`config.mk`:
```
export PLATFORM = sky130hd
export DESIGN_NAME = apb3_requester
export DESIGN_NICKNAME = d
export VERILOG_FILES = /design/src/rtl/apb_pkg.sv /design/src/rtl/apb3_requester.sv
export SDC_FILE = /design/constraint.sdc
export NUM_CORES = 1
export LEC_CHECK = 0
export CAP_MARGIN = 15
export CORE_MARGIN = 2
export CORE_UTILIZATION = 35
export CTS_BUF_LIST = sky130_fd_sc_hd__clkbuf_16
export DETAILED_ROUTE_END_ITERATION = 16
export DONT_BUFFER_PORTS = 1
export PLACE_DENSITY_LB_ADDON = 0.08
export SLEW_MARGIN = 20
export SYNTH_ARGS = -nofsm -noshare
export SYNTH_HDL_FRONTEND = slang
export SYNTH_SLANG_ARGS = --single-unit
```
`constraint.sdc`:
```
create_clock -name PCLK -period 2 [get_ports PCLK]
set_input_delay 0.2 -clock PCLK [delete_from_list [all_inputs] [get_ports PCLK]]
set_output_delay 0.2 -clock PCLK [all_outputs]
set_load 0.05 [all_outputs]
```
`src/rtl/apb_pkg.sv`:
```
// Shared APB3 definitions for the tank fabric: requester states, default bus
// widths and the register offsets of the existing APB3 peripherals.
package apb_pkg;

  localparam int APB_ADDR_W = 32;
  localparam int APB_DATA_W = 32;

  typedef enum logic [1:0] {
    IDLE   = 2'd0,
    SETUP  = 2'd1,
    ACCESS = 2'd2,
    RESP   = 2'd3
  } apb_state_e;

  // Peripheral register offsets
  localparam logic [APB_ADDR_W-1:0] OFS_MOTOR_DIR = 32'h0000_0004;
  localparam logic [APB_ADDR_W-1:0] OFS_MOTOR_PWM = 32'h0000_0008;
  localparam logic [APB_ADDR_W-1:0] OFS_SERVO1    = 32'h0000_0010;
  localparam logic [APB_ADDR_W-1:0] OFS_SERVO2    = 32'h0000_0014;
  localparam logic [APB_ADDR_W-1:0] OFS_IR_FREQ   = 32'h0000_0020;
  localparam logic [APB_ADDR_W-1:0] OFS_HITS      = 32'h0000_0024;

  // Increment that sticks at 255 instead of wrapping
  function automatic logic [7:0] sat_inc8(input logic [7:0] v);
    return (v == 8'hFF) ? v : v + 8'd1;
  endfunction

endpackage

```
`src/rtl/apb3_requester.sv`:
```
// APB3 initiator: accepts one command at a time from the fabric controller,
// runs the SETUP/ACCESS handshake toward the peripherals and hands back the
// result on a ready/valid response port. One transfer in flight at most.
//
// state  | meaning
// -------+-----------------------------------------------------------------
// IDLE   | cmd_ready high, bus idle; PADDR/PWRITE/PWDATA keep last values
// SETUP  | PSEL high for one cycle, timeout counter cleared
// ACCESS | PSEL+PENABLE high, waiting for PREADY or timeout
// RESP   | bus idle, rsp_valid high with stable fields until rsp_ready
module apb3_requester
  import apb_pkg::*;
#(
  parameter int ADDR_W  = APB_ADDR_W,
  parameter int DATA_W  = APB_DATA_W,
  parameter int TIMEOUT = 16
) (
  input  logic              PCLK,
  input  logic              PRESERN,
  input  logic              cmd_valid,
  output logic              cmd_ready,
  input  logic              cmd_write,
  input  logic [ADDR_W-1:0] cmd_addr,
  input  logic [DATA_W-1:0] cmd_wdata,
  output logic              rsp_valid,
  input  logic              rsp_ready,
  output logic [DATA_W-1:0] rsp_rdata,
  output logic              rsp_err,
  output logic              rsp_timeout,
  output logic [7:0]        err_cnt,
  output logic              PSEL,
  output logic              PENABLE,
  output logic              PWRITE,
  output logic [ADDR_W-1:0] PADDR,
  output logic [DATA_W-1:0] PWDATA,
  input  logic [DATA_W-1:0] PRDATA,
  input  logic              PREADY,
  input  logic              PSLVERR
);

  // Counter must hold the value TIMEOUT; keep at least one bit when disabled.
  localparam int CNT_W = (TIMEOUT < 2) ? 1 : $clog2(TIMEOUT + 1);
  localparam logic [CNT_W-1:0] TO_LIMIT = CNT_W'(TIMEOUT);

  apb_state_e        state_q;
  logic              cmd_ready_q;
  logic              rsp_valid_q;
  logic              psel_q;
  logic              penable_q;
  logic              pwrite_q;
  logic [ADDR_W-1:0] paddr_q;
  logic [DATA_W-1:0] pwdata_q;
  logic [DATA_W-1:0] rsp_rdata_q;
  logic              rsp_err_q;
  logic              rsp_timeout_q;
  logic [7:0]        err_cnt_q;
  logic [CNT_W-1:0]  to_cnt_q;
  logic [CNT_W-1:0]  to_cnt_d;
  logic              to_hit;

  // Count of stalled ACCESS cycles including this one, and whether it expires now
  always_comb begin
    to_cnt_d = to_cnt_q + CNT_W'(1);
    to_hit   = (TIMEOUT != 0) && (to_cnt_d == TO_LIMIT);
  end

  // Transfer sequencer with registered bus/response outputs and error counter
  always_ff @(posedge PCLK or negedge PRESERN) begin
    if (!PRESERN) begin
      state_q       <= IDLE;
      cmd_ready_q   <= 1'b1;
      rsp_valid_q   <= 1'b0;
      psel_q        <= 1'b0;
      penable_q     <= 1'b0;
      pwrite_q      <= 1'b0;
      paddr_q       <= '0;
      pwdata_q      <= '0;
      rsp_rdata_q   <= '0;
      rsp_err_q     <= 1'b0;
      rsp_timeout_q <= 1'b0;
      err_cnt_q     <= 8'd0;
      to_cnt_q      <= '0;
    end else begin
      case (state_q)
        IDLE: begin
          if (cmd_valid) begin
            pwrite_q    <= cmd_write;
            paddr_q     <= cmd_addr;
            pwdata_q    <= cmd_wdata;
            psel_q      <= 1'b1;
            cmd_ready_q <= 1'b0;
            state_q     <= SETUP;
          end
        end
        SETUP: begin
          penable_q <= 1'b1;
          to_cnt_q  <= '0;
          state_q   <= ACCESS;
        end
        ACCESS: begin
          // PREADY is checked first so a completion on the expiry edge wins
          if (PREADY) begin
            rsp_rdata_q   <= (pwrite_q || PSLVERR) ? '0 : PRDATA;
            rsp_err_q     <= PSLVERR;
            rsp_timeout_q <= 1'b0;
            if (PSLVERR) begin
              err_cnt_q <= sat_inc8(err_cnt_q);
            end
            psel_q      <= 1'b0;
            penable_q   <= 1'b0;
            rsp_valid_q <= 1'b1;
            state_q     <= RESP;
          end else if (to_hit) begin
            rsp_rdata_q   <= '0;
            rsp_err_q     <= 1'b1;
            rsp_timeout_q <= 1'b1;
            err_cnt_q     <= sat_inc8(err_cnt_q);
            psel_q        <= 1'b0;
            penable_q     <= 1'b0;
            rsp_valid_q   <= 1'b1;
            state_q       <= RESP;
          end else if (TIMEOUT != 0) begin
            to_cnt_q <= to_cnt_d;
          end
        end
        RESP: begin
          if (rsp_ready) begin
            rsp_valid_q <= 1'b0;
            cmd_ready_q <= 1'b1;
            state_q     <= IDLE;
          end
        end
        default: begin
          state_q <= IDLE;
        end
      endcase
    end
  end

  assign cmd_ready   = cmd_ready_q;
  assign rsp_valid   = rsp_valid_q;
  assign rsp_rdata   = rsp_rdata_q;
  assign rsp_err     = rsp_err_q;
  assign rsp_timeout = rsp_timeout_q;
  assign err_cnt     = err_cnt_q;
  assign PSEL        = psel_q;
  assign PENABLE     = penable_q;
  assign PWRITE      = pwrite_q;
  assign PADDR       = paddr_q;
  assign PWDATA      = pwdata_q;

endmodule
```
==> results of run 1 <==
==> routing by layer <==
metal | vias up | routed length (microns) | track usage (%)
li1 | 1518 | - | -
met1 | 1633 | 4720 | 18.9
met2 | 138 | 6200 | 29.1
met3 | 24 | 1150 | 7.59
met4 | 0 | 305 | 7.49
met5 | - | 0 | 0
==> critical path, stage by stage (launching register included) <==
cell,delay (ns)
dfrtp_1,0.40
inv_1,0.11
ha_2,0.23
inv_1,0.06
nor2_1,0.16
a32oi_1,0.09
or4b_1,0.55
xnor2_1,0.14
==> metrics by stage <==
step | instances | instance area (sq um) | utilization, % | setup slack (ns) | total power, uW
finish | 655 | 6580 | 49.7 | 0.141 | 12500
global route | 655 | 6580 | 49.7 | 0.000450 | 13000
CTS | 655 | 6580 | 49.7 | 0.123 | 12600
detailed placement | 527 | 5070 | 38.3 | 0.145 | 9720
global placement | 527 | 5070 | 38.3 | 0.181 | 9650
floorplan | 352 | 4750 | - | 0.147 | 8940
==> final cells by class <==
class                           count  area (sq um)  area share [%]
Sequential cell                   118          2950            44.9
Tap cell                          176           220            3.35
Clock buffer                       17           425            6.47
Inverter                            8          30.0           0.456
Clock inverter                     10          70.1            1.07
Timing Repair Buffer              119          1180            18.0
Multi-Input combinational cell    207          1700            25.8
==> synth_stat cells, drive strengths merged, types with 2 or more instances <==
| library cell | number | area (sq um) |
|---|---|---|
| dfrtp | 117 | 2930 |
| mux2 | 67 | 754 |
| o21ai | 30 | 161 |
| nand3 | 21 | 105 |
| a22o | 19 | 166 |
| buf | 12 | 61.3 |
| nand2 | 12 | 47.6 |
| inv | 8 | 30.0 |
| clkbuf | 7 | 26.3 |
| nor2 | 7 | 26.3 |
| a21oi | 6 | 30.0 |
| ha | 6 | 75.1 |
| a31oi | 4 | 25.0 |
| mux2i | 4 | 40.0 |
| xnor2 | 4 | 35.0 |
| nor3 | 2 | 10.0 |
| o22ai | 2 | 12.5 |
| or2b | 2 | 15.0 |
==> sequential cells by signal, summed over array words and instances, names as in the netlist, 2 cells and up <==
name       cells
PADDR         32
PWDATA        32
err_cnt        8
rsp_rdata     32
state_q        2
to_cnt_q       5
==> power by group through the flow <==
stage | Sequential [uW] | Clock [uW] | Combinational (uW)
detailed placement | 7380 | 0 | 2340
global route | 7460 | 2790 | 2750
finish | 7340 | 2610 | 2510
global placement | 7390 | 0 | 2270
floorplan | 7310 | 0 | 1630
CTS | 7340 | 2700 | 2520
==> worst min path at each step <==
stage / end / cells after the start / startpoint / slack [ns]
after floorplan: PADDR[0] / 0 / PRESERN / -0.1
after global placement: PADDR[0] / 0 / PRESERN / -0.09
after detailed placement: PADDR[0] / 0 / PRESERN / -0.09
after CTS: rsp_rdata[1] / 0 / PRESERN / -0.54
after global routing: PADDR[0] / 0 / PRESERN / -0.54
final: PADDR[0] / 0 / PRESERN / -0.51
==> cell families (layout without fill, tap and decap cells) <==
logic type	after synthesis	after routing
multiplexers	71	71
buffers and inverters	27	154
adder cells (fa/ha/maj)	6	6
AND/OR/NAND/NOR	53	53
AO/OA/AOI/OAI	72	72
XOR/XNOR	5	5
flip-flops	118	118
==> repair_timing <==
action | 4_1_cts | 5_1_grt
resized for setup | 0 | 1
hold endpoints to repair | 218 | 118
endpoints found under the setup margin | 0 | 1
==> out/metrics.yaml, run 1 <==
status: "complete, but fails checks"
violations: "hold timing"
min_path_type: "primary input to asynchronous set/reset pin"
drc: 0
synth_mux_area_share_pct: 16.7
synth-async-reset-ratio_pct: 100
grt_pass1_wl_mm: 19.3
fin_tns_setup_ns: 0
grt_antenna_before_repair: 0
clk_pin_slew_ns: 0.05
place_congestion: 0.754
final.fill_count: 1144
clock_sinks: 118
die_w_microns: 121
path_max_fanout: 4
layout_common_cells: "117 x dfrtp_1, 101 x dlygate4sd3_1, 67 x mux2_2"
tightest_slew_ns: 0.539
finalSetupViolations: 0
wl_per_cell_microns: 18.9
drv_slew: 0
vias_per_cell: 5.06
dr.pass1.iters: 4
hold_viol_final: 118
p_int_uw: 6300
synth_top_family_by_area: "multiplexers"
crit_type: "flop to flop"
cts_setup_buffers: 0
ys_seq_elements: 118
leakage_uw: 0.00286
yosys.area_share.adder_pct: 1.58
syn-cell-area_sq_um: 4750
fmax_mhz: 538
swShare_pct: 49.4
finClkSkew_ns: 0.00752
synth_cell_types: 44
numPortBuffers: 0
crit_path_start_kind: "flop"
ir_drop_uv: 884
diodes: 0
dpl.hpwl_mm: 7.74
grt_use_total_pct: 17.3
rr_worst_depth: 7
rrSetupSlack_ns: 0.14
start_util_pct: 35.9
setup.worst_path.start: "state_q[0]"
die_area_sq_um: 14500
overflow: 0
grt_pass1_vias: 3673
synth_edf_count: 0
crit_required_ns: 2.29
worst_ep_arrival_time_ns: 2.15
maxSlewHeadroom_pct: 64.1
endpoint: "err_cnt[4]"
synthSimpleGateAreaFrac_pct: 5.84
synth_compound_gate_area_share_pct: 10.3
max_cap_viol_count: 0
synthXorXnorAreaFrac_pct: 0.921
cts_buffers: 17
cts_tree: "built"
cts_root_buf: "clkbuf_16"
clkPwrFrac_pct: 20.9
routed_wl_mm: 12.4
core_sq_um: 13200
die_y_microns: 121
rr_startpoint: "state_q[0]"
synth_warnings: 0
whs_ns: -0.509
power_switching_uw: 6150
drive_gt1_share_pct: 24.2
holdBufCountCts: 101
rr_endpoint: "err_cnt[4]"
seq_power_share_pct: 58.9
ios: 214
rows: 42
seq_area_frac_synth_pct: 62.1
vias: 3313
grt_max_degree: 119
avgSynthCellArea_sq_um: 13.5
clock_path_buffers: 2
cp-end-kind: "flop"
synthToLayoutAreaGrowth_pct: 38.4
clk_latency_ns: 0.41
num-nets-final: 580
period_share_pct: 93.0
rsz0062_at_grt: "no"
synth_flop_cell: "dfrtp_1"
synth_cells: 352
ant_nets: 0
first_iter_violations: 110
fin_crit_ns: 1.86
syn_nets: 461
powerDensity_nw_per_um2: 1890
comb_power_share_pct: 20.1
htree_levels: 4
final_common_cell: "dfrtp_1"
No activity file was read; power rests on OpenSTA's default activity.
==> inputs of run 2 (changes only) <==
- PLACE_DENSITY: not set -> 0.52
- PLACE_DENSITY_LB_ADDON: 0.08 -> not set
==> out/metrics.yaml, run 2 (synthesis gave the netlist of run 1 again) <==
dp.cells: 529
num-nets-final: 582
cts_buffers: 17
crit_chain: "ha_2, nand2_1, nor2_2, a32oi_1, or4b_1, xnor2_1"
final_common_cell: "dfrtp_1"
dr.pass1.iters: 4
drive_gt1_share_pct: 24.9
crit_family: "simple AND/OR/NAND/NOR gates"
clk_pin_slew_ns: 0.05
pre_cts_slack_ns: 0.0748
htree_levels: 4
die_area_sq_um: 14500
layout_common_cells: "117 x dfrtp_1, 101 x dlygate4sd3_1, 67 x mux2_2"
maxSlewHeadroom_pct: 65.2
p_int_uw: 6610
start_util_pct: 35.9
whs_ns: -0.512
routed_wl_mm: 11.7
comb_power_share_pct: 19.7
slowest_delay_ns: 0.56
grt_pass1_vias: 3619
powerDensity_nw_per_um2: 1910
die_y_microns: 121
fin_crit_ns: 1.86
tightest_slew_ns: 0.522
grt_pass1_wl_mm: 18.4
clkPwrFrac_pct: 23.0
drv_slew: 0
post-route-util_pct: 50.4
cts_root_buf: "clkbuf_16"
place_congestion: 0.754
fmax_mhz: 536
seq_power_share_pct: 57.2
fin_tns_setup_ns: 0
period_share_pct: 93.2
crit_type: "flop to flop"
ant_nets: 0
fin_ws_ns: 0.136
path_max_fanout: 6
crit_path_top_delay_cell: "or4b_1"
min_path_type: "primary input to asynchronous set/reset pin"
clk_latency_ns: 0.40
vias_per_cell: 4.99
crit_path_start_kind: "flop"
hold_viol_final: 118
die_w_microns: 121
first_iter_violations: 129
core_sq_um: 13200
crit_required_ns: 2.29
cts_tree: "built"
max_cap_viol_count: 0
crit_buf_inv: 0
vias: 3311
grt_antenna_before_repair: 1
worst_ep_arrival_time_ns: 2.15
dpl.hpwl_mm: 7.54
violations: "hold timing"
rows: 42
swShare_pct: 48.3
rsz0062_at_grt: "no"
grt_use_total_pct: 16.6
stdcell_count: 663
leakage_uw: 0.00291
synthToLayoutAreaGrowth_pct: 40.5
finClkSkew_ns: 0.00532
clock_path_buffers: 2
cts_setup_buffers: 0
holdBufCountCts: 101
wl_per_cell_microns: 17.7
grt_max_degree: 119
drc: 0
finalSetupViolations: 0
numPortBuffers: 0
ios: 214
power_switching_uw: 6170
status: "complete, but fails checks"
clock_sinks: 118
ir_drop_uv: 790
overflow: 0
cp-end-kind: "flop"
## run 2: cell count changes in the layout (fill, tap and decap cells not counted), moves of 2 or more
cell,change
clkinvlp_4,+2
inv_1,+2
bufinv_16,+2
clkinv_2,-2
## run 2: stage by stage
step / instance area (sq um) / power, uW
floorplan: 4750 / 8940
global placement: 5080 / 9620
detailed placement: 5080 / 9710
CTS: 6670 / 12900
global route: 6680 / 13400
finish: 6680 / 12800
## run 2: cell type report
class                      count  area, sq um
multi-input combinational    207         1700
tap                          176          220
clock buffer                  17          425
inverter                       8         30.0
clock inverter                15          146
fill                        1140         6560
antenna                        1         2.50
timing repair buffer         121         1200
sequential                   118         2950
## run 2: repair_timing
action / in CTS / in global routing
endpoints found under the setup margin: 0 / 2
resized for setup: 0 / 3
endpoints found under the hold margin: 218 / 118
## run 2: final timing paths
kind,from,slack (ns),cells after the start,endpoint
worst max-delay path,to_cnt_q[0],0.14,6,err_cnt[4]
worst min-delay path,PRESERN,-0.51,0,PENABLE
worst max register to register,to_cnt_q[0],0.14,6,err_cnt[4]
worst min register to register,state_q[0],0.54,1,state_q[0]
max in group asynchronous,PRESERN,2.32,0,cmd_ready
min in group PCLK,PREADY,0.04,2,to_cnt_q[2]
## run 2: per-layer routing
metal	global-route usage [%]	wire length, microns	up-vias
li1	-	-	1521
met1	18.4	4530	1632
met2	28.1	6050	138
met3	5.99	898	20
met4	8.28	259	0
met5	0	0	-
## run 2: power by group through the flow
stage	registers (uW)	clock network, uW	logic [uW]
floorplan	7310	0	1630
global placement	7350	0	2270
detailed placement	7350	0	2350
CTS	7310	3030	2530
global route	7420	3150	2780
finish	7310	2940	2520
